## src/rtl/vec_mem_pkg.sv

```systemverilog
// Shared definitions for the two-master memory arbiter: FSM encoding and master ids.
package vec_mem_pkg;

  // Arbiter FSM states. IDLE is zero so a cleared state register means idle.
  typedef enum logic [1:0] {
    IDLE = 2'd0,
    REQ  = 2'd1,
    RESP = 2'd2,
    ERR  = 2'd3
  } state_t;

  // Master ids; also the encoding of the grant and last-served registers.
  localparam logic M_CPU = 1'b0;
  localparam logic M_VEC = 1'b1;

endpackage

```

## src/rtl/vec_rr_arbiter2.sv

```systemverilog
// Combinational two-way round-robin pick: a lone requester wins, and on a tie
// the master that was not served last wins.
module vec_rr_arbiter2 (
  input  logic [1:0] req,
  input  logic       last_served,
  output logic       gnt_valid,
  output logic       gnt_id
);
  import vec_mem_pkg::*;

  // Pick a winner from the current requests and the last-served id.
  always_comb begin
    gnt_valid = |req;
    gnt_id    = M_CPU;
    case (req)
      2'b01:   gnt_id = M_CPU;
      2'b10:   gnt_id = M_VEC;
      2'b11:   gnt_id = ~last_served;
      default: gnt_id = M_CPU;
    endcase
  end

endmodule

```

## src/rtl/vec_mem_arbiter.sv

```systemverilog
// Two-master shared-memory arbiter: picorv32 native port (m0, cpu_*) and the
// vector coprocessor port (m1, vec_*) share one slave port, one transaction
// at a time, round-robin on contention, with an out-of-range address guard.
//
// Handshake (all ports): a master raises valid with stable addr/wdata/wstrb
// and holds it until its ready pulses for exactly one cycle; rdata is only
// meaningful while ready is high. The slave side follows the same rule with
// mem_valid held until mem_ready, and mem_rdata sampled with mem_ready.
module vec_mem_arbiter #(
  parameter int unsigned ADDR_LIMIT = 1024,
  parameter bit          RESET_LAST = 1'b1
) (
  input  logic        clk,
  input  logic        resetn,
  input  logic        cpu_mem_valid,
  input  logic        cpu_mem_instr,
  input  logic [31:0] cpu_mem_addr,
  input  logic [31:0] cpu_mem_wdata,
  input  logic [3:0]  cpu_mem_wstrb,
  output logic        cpu_mem_ready,
  output logic [31:0] cpu_mem_rdata,
  input  logic        vec_mem_valid,
  input  logic [31:0] vec_mem_addr,
  input  logic [31:0] vec_mem_wdata,
  input  logic [3:0]  vec_mem_wstrb,
  output logic        vec_mem_ready,
  output logic [31:0] vec_mem_rdata,
  output logic        mem_valid,
  output logic        mem_instr,
  output logic [31:0] mem_addr,
  output logic [31:0] mem_wdata,
  output logic [3:0]  mem_wstrb,
  input  logic        mem_ready,
  input  logic [31:0] mem_rdata,
  output logic        bus_err,
  output logic        proto_err,
  output logic [1:0]  dbg_state
);
  import vec_mem_pkg::*;

  state_t      state_q;
  state_t      state_d;
  logic        gnt_q;       // master owning the current transaction
  logic        last_q;      // master served most recently
  logic        drop_q;      // granted master abandoned its request in REQ
  logic [31:0] rdata_q;

  logic        arb_valid;
  logic        arb_id;
  logic [31:0] sel_addr;
  logic [31:0] sel_wdata;
  logic [3:0]  sel_wstrb;
  logic        sel_instr;
  logic        in_range;
  logic        gnt_master_valid;

  vec_rr_arbiter2 u_arb (
    .req         ({vec_mem_valid, cpu_mem_valid}),
    .last_served (last_q),
    .gnt_valid   (arb_valid),
    .gnt_id      (arb_id)
  );

  // Request mux for the arbitration winner; the vector port never fetches.
  always_comb begin
    sel_addr  = cpu_mem_addr;
    sel_wdata = cpu_mem_wdata;
    sel_wstrb = cpu_mem_wstrb;
    sel_instr = cpu_mem_instr;
    if (arb_id == M_VEC) begin
      sel_addr  = vec_mem_addr;
      sel_wdata = vec_mem_wdata;
      sel_wstrb = vec_mem_wstrb;
      sel_instr = 1'b0;
    end
  end

  assign in_range         = (sel_addr < ADDR_LIMIT);
  assign gnt_master_valid = (gnt_q == M_CPU) ? cpu_mem_valid : vec_mem_valid;
  assign dbg_state        = state_q;

  // Next-state and master-side response outputs.
  always_comb begin
    state_d       = state_q;
    cpu_mem_ready = 1'b0;
    vec_mem_ready = 1'b0;
    cpu_mem_rdata = '0;
    vec_mem_rdata = '0;
    bus_err       = 1'b0;
    case (state_q)
      IDLE: begin
        if (arb_valid) state_d = in_range ? REQ : ERR;
      end
      REQ: begin
        if (mem_ready) state_d = RESP;
      end
      RESP: begin
        state_d = IDLE;
        // A master that walked away gets no completion pulse.
        if (!drop_q) begin
          if (gnt_q == M_CPU) begin
            cpu_mem_ready = 1'b1;
            cpu_mem_rdata = rdata_q;
          end else begin
            vec_mem_ready = 1'b1;
            vec_mem_rdata = rdata_q;
          end
        end
      end
      ERR: begin
        state_d = IDLE;
        bus_err = 1'b1;
        if (gnt_q == M_CPU) cpu_mem_ready = 1'b1;
        else                vec_mem_ready = 1'b1;
      end
      default: state_d = IDLE;
    endcase
  end

  // State register and round-robin history.
  always_ff @(posedge clk or negedge resetn) begin
    if (!resetn) begin
      state_q <= IDLE;
      last_q  <= RESET_LAST;
    end else begin
      state_q <= state_d;
      if ((state_q == REQ && mem_ready) || state_q == ERR) last_q <= gnt_q;
    end
  end

  // Request capture, slave request outputs, read data and protocol tracking.
  always_ff @(posedge clk or negedge resetn) begin
    if (!resetn) begin
      gnt_q     <= M_CPU;
      drop_q    <= 1'b0;
      rdata_q   <= '0;
      mem_valid <= 1'b0;
      mem_instr <= 1'b0;
      mem_addr  <= '0;
      mem_wdata <= '0;
      mem_wstrb <= '0;
      proto_err <= 1'b0;
    end else begin
      mem_valid <= (state_d == REQ);
      if (state_q == IDLE && arb_valid) begin
        gnt_q     <= arb_id;
        drop_q    <= 1'b0;
        mem_instr <= sel_instr;
        mem_addr  <= sel_addr;
        mem_wdata <= sel_wdata;
        mem_wstrb <= sel_wstrb;
      end
      if (state_q == REQ) begin
        // The slave access is never aborted; only the master response is dropped.
        if (!gnt_master_valid) begin
          drop_q    <= 1'b1;
          proto_err <= 1'b1;
        end
        if (mem_ready) rdata_q <= mem_rdata;
      end
    end
  end

endmodule

```

## config.mk

```make
export PLATFORM = sky130hd
export DESIGN_NAME = vec_mem_arbiter
export DESIGN_NICKNAME = d
export VERILOG_FILES = /design/src/rtl/vec_mem_pkg.sv /design/src/rtl/vec_rr_arbiter2.sv /design/src/rtl/vec_mem_arbiter.sv
export SDC_FILE = /design/constraint.sdc
export NUM_CORES = 1
export LEC_CHECK = 0
export ABC_AREA = 1
export BUFFER_PORTS_ARGS = -buffer_cell sky130_fd_sc_hd__buf_2
export CORE_ASPECT_RATIO = 0.75
export CORE_MARGIN = 5
export CORE_UTILIZATION = 39
export DETAILED_ROUTE_END_ITERATION = 10
export HOLD_SLACK_MARGIN = 0.06
export PLACE_DENSITY = 0.8
export SYNTH_ARGS = -nofsm -noshare
export SYNTH_HDL_FRONTEND = slang
export SYNTH_SLANG_ARGS = --single-unit
```

## constraint.sdc

```tcl
create_clock -name clk -period 1.44 [get_ports clk]
set_input_delay 0.072 -clock clk [delete_from_list [all_inputs] [get_ports clk]]
set_output_delay 0.072 -clock clk [all_outputs]
set_load 0.01 [all_outputs]
```

After elaboration in Yosys (flattened, before gate mapping)
Cells that the tools add are included.
{ "totals": {"wordCells": 54, "reg_bits": 108, "in_bits": 174} }
{ "classes": {"n_reduce_logical": 8, "n_eq_ne": 6, "n_lt_le_gt_ge": 1, "bitwise": 2, "n_mux": 26} }
{ "ops": {"columns": ["op", "count"], "rows": [
  ["2-to-1 mux 32 bit", 8],
  ["less-than comparator 32 x 11 -> 1 bit, second input constant", 1],
  ["2-to-1 mux 1 bit", 10],
  ["== test 2 bit, second input constant", 4],
  ["2-to-1 mux 2 bit", 3],
  ["one-hot mux 1 bit (2 select lines)", 3],
  ["one-hot mux 2 bit (3 select lines)", 1],
  ["== test 2 x 1 -> 1 bit, second input constant", 2],
  ["2-to-1 mux 4 bit", 1],
  ["AND reduction 2 bit", 2],
  ["OR reduction 2 bit", 2],
  ["logical AND 1 bit", 2],
  ["zero test 2 bit", 1],
  ["NOT 1 bit", 2],
  ["logical OR 1 bit", 1]
]} }

Longest topological paths before layout
{ "depth": {"ltp_word": 8, "depth_mapped": 12} }

Hierarchy
From an unflattened synthesis, not the netlist that was laid out.
{ "hier_totals": {"cells_unflattened": 664, "hier_area_um2": 5156.2} }
{ "by_module_without_submodules": {"columns": ["mod", "area_each_um2", "cells_each", "seq_area_each_um2", "instances"], "rows": [
  ["vec_mem_arbiter", 5141.2, 661, 2703.8, 1],
  ["vec_rr_arbiter2", 15.0, 3, 0.0, 1]
]} }

Least setup slack after synthesis
No wires, ideal clock.
{ "synth_path": {"path_kind": "flip-flop to flip-flop", "startpoint": "register last_q", "endpoint": "register mem_valid", "setup_slack_ns": -0.001, "required_ns": 1.371, "synth_period_minus_slack_ns": 1.441, "path_buffers": 1, "arrival_ns": 1.372, "stages_incl_launch_ff": 12, "setup_time_ns": 0.069, "cell_sequence": "dfstp_2 -> nand2_4 -> nand2_4 -> buf_8 -> nand2_1 -> o21ai_1 -> nand2_1 -> nor2_1 -> nand3_1 -> nand2_1 -> nand2_2 -> nor2_2"} }
{ "synth_between": {"elab_chain_cells": 8} }
{ "synth_lines": {"columns": ["item", "line_no", "rtl"], "rows": [
  ["start: declaration", "vec_mem_arbiter.sv:44", "logic last_q;"],
  ["start signal: assignment", "vec_mem_arbiter.sv:127", "if ((state_q == REQ && mem_ready) || state_q == ERR) last_q <= gnt_q;"],
  ["NOT 1 bit", "vec_rr_arbiter2.sv:18", "2'b11: gnt_id = ~last_served;"],
  ["one-hot mux 1 bit (2 select lines)", "vec_rr_arbiter2.sv:15", "case (req)"],
  ["2-to-1 mux 32 bit", "vec_mem_arbiter.sv:70", "if (arb_id == M_VEC) begin"],
  ["less-than comparator 32 x 11 -> 1 bit", "vec_mem_arbiter.sv:78", "assign in_range = (sel_addr < ADDR_LIMIT);"],
  ["2-to-1 mux 2 bit (2 in a row)", "vec_mem_arbiter.sv:92", "if (arb_valid) state_d = in_range ? REQ : ERR;"],
  ["one-hot mux 2 bit (3 select lines)", "vec_mem_arbiter.sv:90", "case (state_q)"],
  ["named net state_d[1]", "vec_mem_arbiter.sv:42", "state_t state_d;"],
  ["== test 2 x 1 -> 1 bit", "vec_mem_arbiter.sv:144", "mem_valid <= (state_d == REQ);"],
  ["end signal: assignment", "vec_mem_arbiter.sv:144", null],
  ["end: declaration", "vec_mem_arbiter.sv:28", "output logic mem_valid,"]
]} }
The timed path passes the listed nets, and every way through them passes these cells.
A chain may end at the register's enable or synchronous reset.

Worst setup path after layout
Ends and elaborated chain as after synthesis.

==> results.md <==
| Result | Value |
|---|---|
| Status | finished, violations left |
| Failing checks | setup timing |
| Met2 routing resource usage after global routing | 49.3% |
| Final wirelength | 29900 µm |
| Synthesized flop and latch total | 108 |
| Average routed wire per standard cell | 22.2 µm |
| Die X | 143 µm |
| Area added between synthesis and finish | 109% |
| Initial Util | 39.8% |
| Critical path endpoint category | register |
| Final worst slack | -0.387 ns |
| Number of DRC markers in iteration 0 | 707 |
| Max Clock Freq | 547 MHz |
| Total overflow reported by the global router | 0 |
| Height of the die | 110 µm |
| Clock tree from TritonCTS | yes |
| Final weighted congestion in routability-driven placement | 0.866 |
| Number of max-slew violations in the final report | 0 |
| Type of the setup path with the least slack | register to register |
| Worst slack on hold paths | 0.0651 ns |
| Placeable Area | 13000 µm² |
| Worst Setup Slack post-DPL | -0.149 ns |
| Sequential group share of total power | 27.7% |
| Count of antenna-violating nets left after detailed routing | 0 |
| First drt pass iteration count | 5 |
| Net Switching | 8.96 mW |
| Source-to-sink clock delay at the later pin of the worst-skew pair | 0.35 ns |
| Sequential element share of the synthesized area | 52.4% |
| Boundary pin count | 314 |
| Count of input and output buffers | 313 |
| Critical path arrival | 2.10 ns |
| TritonCTS buffer count | 9 |
| Net count, final | 1345 |
| Syn Nets | 839 |
| R2R setup slack | -0.39 ns |
| DRC errors left | 0 |
| Maximum number of pins on one net before global-route repair | 109 |
| Via count | 7642 |
| Buffer depth of the longest clock path | 2 |
| Worst supply voltage drop on vdd | 1.05 mV |
| Global Route met1 Usage | 33.2% |
| Post-synth cell types | 23 |
| Met3 layer usage reported by global route | 8.96% |
| Post-synthesis average cell area | 7.76 µm² |
| Min-Delay Path Class | input pin to register |
| YS warnings | 0 |
| Fin Clk Skew | 0.0118 ns |
| Required @ worst endpoint | 1.71 ns |
| Fillers | 663 |
| Minimum clock period after layout | 1.83 ns |
| Unrepaired setup endpoints after global routing | yes |
| Overall track demand over capacity in global routing | 29.0% |
| Power per cell area | 1810 nW/µm² |
| Startpoint class of the critical path | register |
| Proportion of power drawn by the clock network | 11.8% |
| Endpoints failing setup | 111 |
| Slew at the pin with the worst max-slew slack | 0.625 ns |
| Global-route layer with the greatest usage | met2 |
| CTS clock-pin slew for the worst setup and hold paths | 0.08 ns |
| Part of the cycle the worst path needs | 127% |
| Initial antenna violation count | 2 |
| Post-layout instance count excluding filler cells | 1349 |
| Utilization after layout | 83.4% |
| Vias in the first global route | 6903 |
| HPWL after DPL | 13700 µm |
| Switching part of the total power | 45.8% |
| Cell Count Post-Placement | 1160 |
| Final hold viol count | 0 |
| Max cap viols | 0 |
| Leakage power of the design | 5.27 nW |
| Sink count of the clock tree | 108 |
| Power share of the combinational group | 60.5% |
| Mapped cell area | 5160 µm² |
| Average vias per placed instance | 5.66 |
| Global-route wire length before repair | 35700 µm |
| Setup TNS | -12.55 ns |
| Clock H-tree levels | 3 |
| Relative slew slack | 58.4% |
| Int Power | 10.6 mW |
| CTS root buf | sky130_fd_sc_hd__clkbuf_16 |
| Synth Instances | 665 |
| Overall die area | 15700 µm² |
| Fraction of final layout cells sized beyond drive strength 1 | 51.4% |
| Total number of placement rows | 36 |
| Critical Path Fanout Max | 6 |
-- synth_stat cells --
cell,number,area (µm²)
sky130_fd_sc_hd__a21oi_1,33,165
sky130_fd_sc_hd__a22o_1,1,8.76
sky130_fd_sc_hd__a31oi_1,20,125
sky130_fd_sc_hd__buf_1,6,22.5
sky130_fd_sc_hd__buf_2,10,50.1
sky130_fd_sc_hd__buf_4,4,30.0
sky130_fd_sc_hd__buf_6,2,22.5
sky130_fd_sc_hd__buf_8,1,15.0
sky130_fd_sc_hd__clkbuf_1,22,82.6
sky130_fd_sc_hd__dfrtp_1,107,2680
sky130_fd_sc_hd__dfstp_2,1,26.3
sky130_fd_sc_hd__inv_1,42,158
sky130_fd_sc_hd__inv_2,2,7.51
sky130_fd_sc_hd__nand2_1,107,402
sky130_fd_sc_hd__nand2_2,1,6.26
sky130_fd_sc_hd__nand2_4,2,22.5
sky130_fd_sc_hd__nand3_1,21,105
sky130_fd_sc_hd__nor2_1,147,552
sky130_fd_sc_hd__nor2_2,1,6.26
sky130_fd_sc_hd__nor3_1,34,170
sky130_fd_sc_hd__o21ai_0,93,465
sky130_fd_sc_hd__o21ai_1,7,35.0
sky130_fd_sc_hd__o21ai_2,1,8.76
-- logic make-up (layout without fill, tap and decap cells) --
logic type	count (synthesis)	count (layout)	synth area share [%]
simple gates	313	313	24.5
buf+inv	89	599	7.51
compound gates	155	155	15.7
flops	108	108	52.4
other cells	0	3	0
-- path summary, 6_finish.rpt --
kind	start	to	depth (start not counted)
max in group asynchronous	resetn	mem_wdata[20]	3
worst min-delay path	cpu_mem_wdata[26]	mem_wdata[26]	3
min in group asynchronous	resetn	mem_wdata[3]	3
worst max-delay path	last_q	mem_valid	11
worst max register to register	last_q	mem_valid	11
worst min register to register	proto_err	proto_err	2
-- per-layer routing --
layer  wire length [µm]  vias to the layer above  part of all wire, %
li1                   -                     3191                    -
met1              10100                     3556                   34
met2              14500                      679                   48
met3               3120                      216                   10
met4               2210                        0                  7.4
met5                  0                        -                    0
-- critical path: stages, from the launching register on --
cell	delay, ns
sky130_fd_sc_hd__dfstp_2	0.56
sky130_fd_sc_hd__nand2_4	0.11
sky130_fd_sc_hd__clkbuf_16	0.20
sky130_fd_sc_hd__nand3_2	0.07
sky130_fd_sc_hd__nand2_1	0.06
sky130_fd_sc_hd__nor2_1	0.18
sky130_fd_sc_hd__nand2_1	0.10
sky130_fd_sc_hd__nor2_1	0.13
sky130_fd_sc_hd__nand3_1	0.12
sky130_fd_sc_hd__nand2_1	0.09
sky130_fd_sc_hd__nand2_2	0.05
sky130_fd_sc_hd__nor2_2	0.08
-- state kept, by name (all words and copies together) (netlist names) --
name       flops
gnt_q          1
proto_err      1
last_q         1
mem_wstrb      4
mem_wdata     32
mem_addr      32
rdata_q       32
dbg_state      2
drop_q         1
mem_valid      1
mem_instr      1
-- stage by stage --
stage | total power [mW] | area (µm²)
2_1_floorplan | 9.24 | 5160
3_3_place_gp | 12.6 | 7300
3_5_place_dp | 12.8 | 7300
4_1_cts | 16.3 | 9370
5_1_grt | 20.5 | 10800
6_report | 19.6 | 10800
-- repair_timing --
action / in CTS / in global routing
hold endpoints to repair: 203 / 3
buffers inserted: 4 / 10
setup endpoints to repair: 99 / 145
hold buffers: 141 / 3
resized for setup: 69 / 323
cloned: 5 / 9
pin swaps: 8 / 63
-- area by class of cell --
class	count	area [µm²]	share of cell area [%]
Antenna cell	3	7.51	0.0694
Clock buffer	11	233	2.15
Clock inverter	4	26.3	0.243
Inverter	44	173	1.60
Multi-Input combinational cell	468	3140	29.1
Sequential cell	108	2710	25.0
Tap cell	171	214	1.98
Timing Repair Buffer	540	4310	39.9
-- layout by cell type (no fill, tap or decap), drive strengths merged, types with 19 or more instances in the layout --
cell type,n
dfrtp,107
nor3,34
nand3,21
dlygate4sd3,144
a31oi,20
clkbuf,19
inv,44
a21oi,33
nand2,110
buf,388
nor2,148
o21ai,101
-- power groups by stage --
| stage | Combinational (mW) | Sequential [mW] | Clock [mW] |
|---|---|---|---|
| after floorplan | 3.58 | 5.67 | 0 |
| after global placement | 7.43 | 5.20 | 0 |
| after detailed placement | 7.56 | 5.24 | 0 |
| after CTS | 8.74 | 5.22 | 2.31 |
| after global routing | 12.5 | 5.53 | 2.44 |
| final | 11.8 | 5.42 | 2.30 |
(Power assumes the default switching activity.)
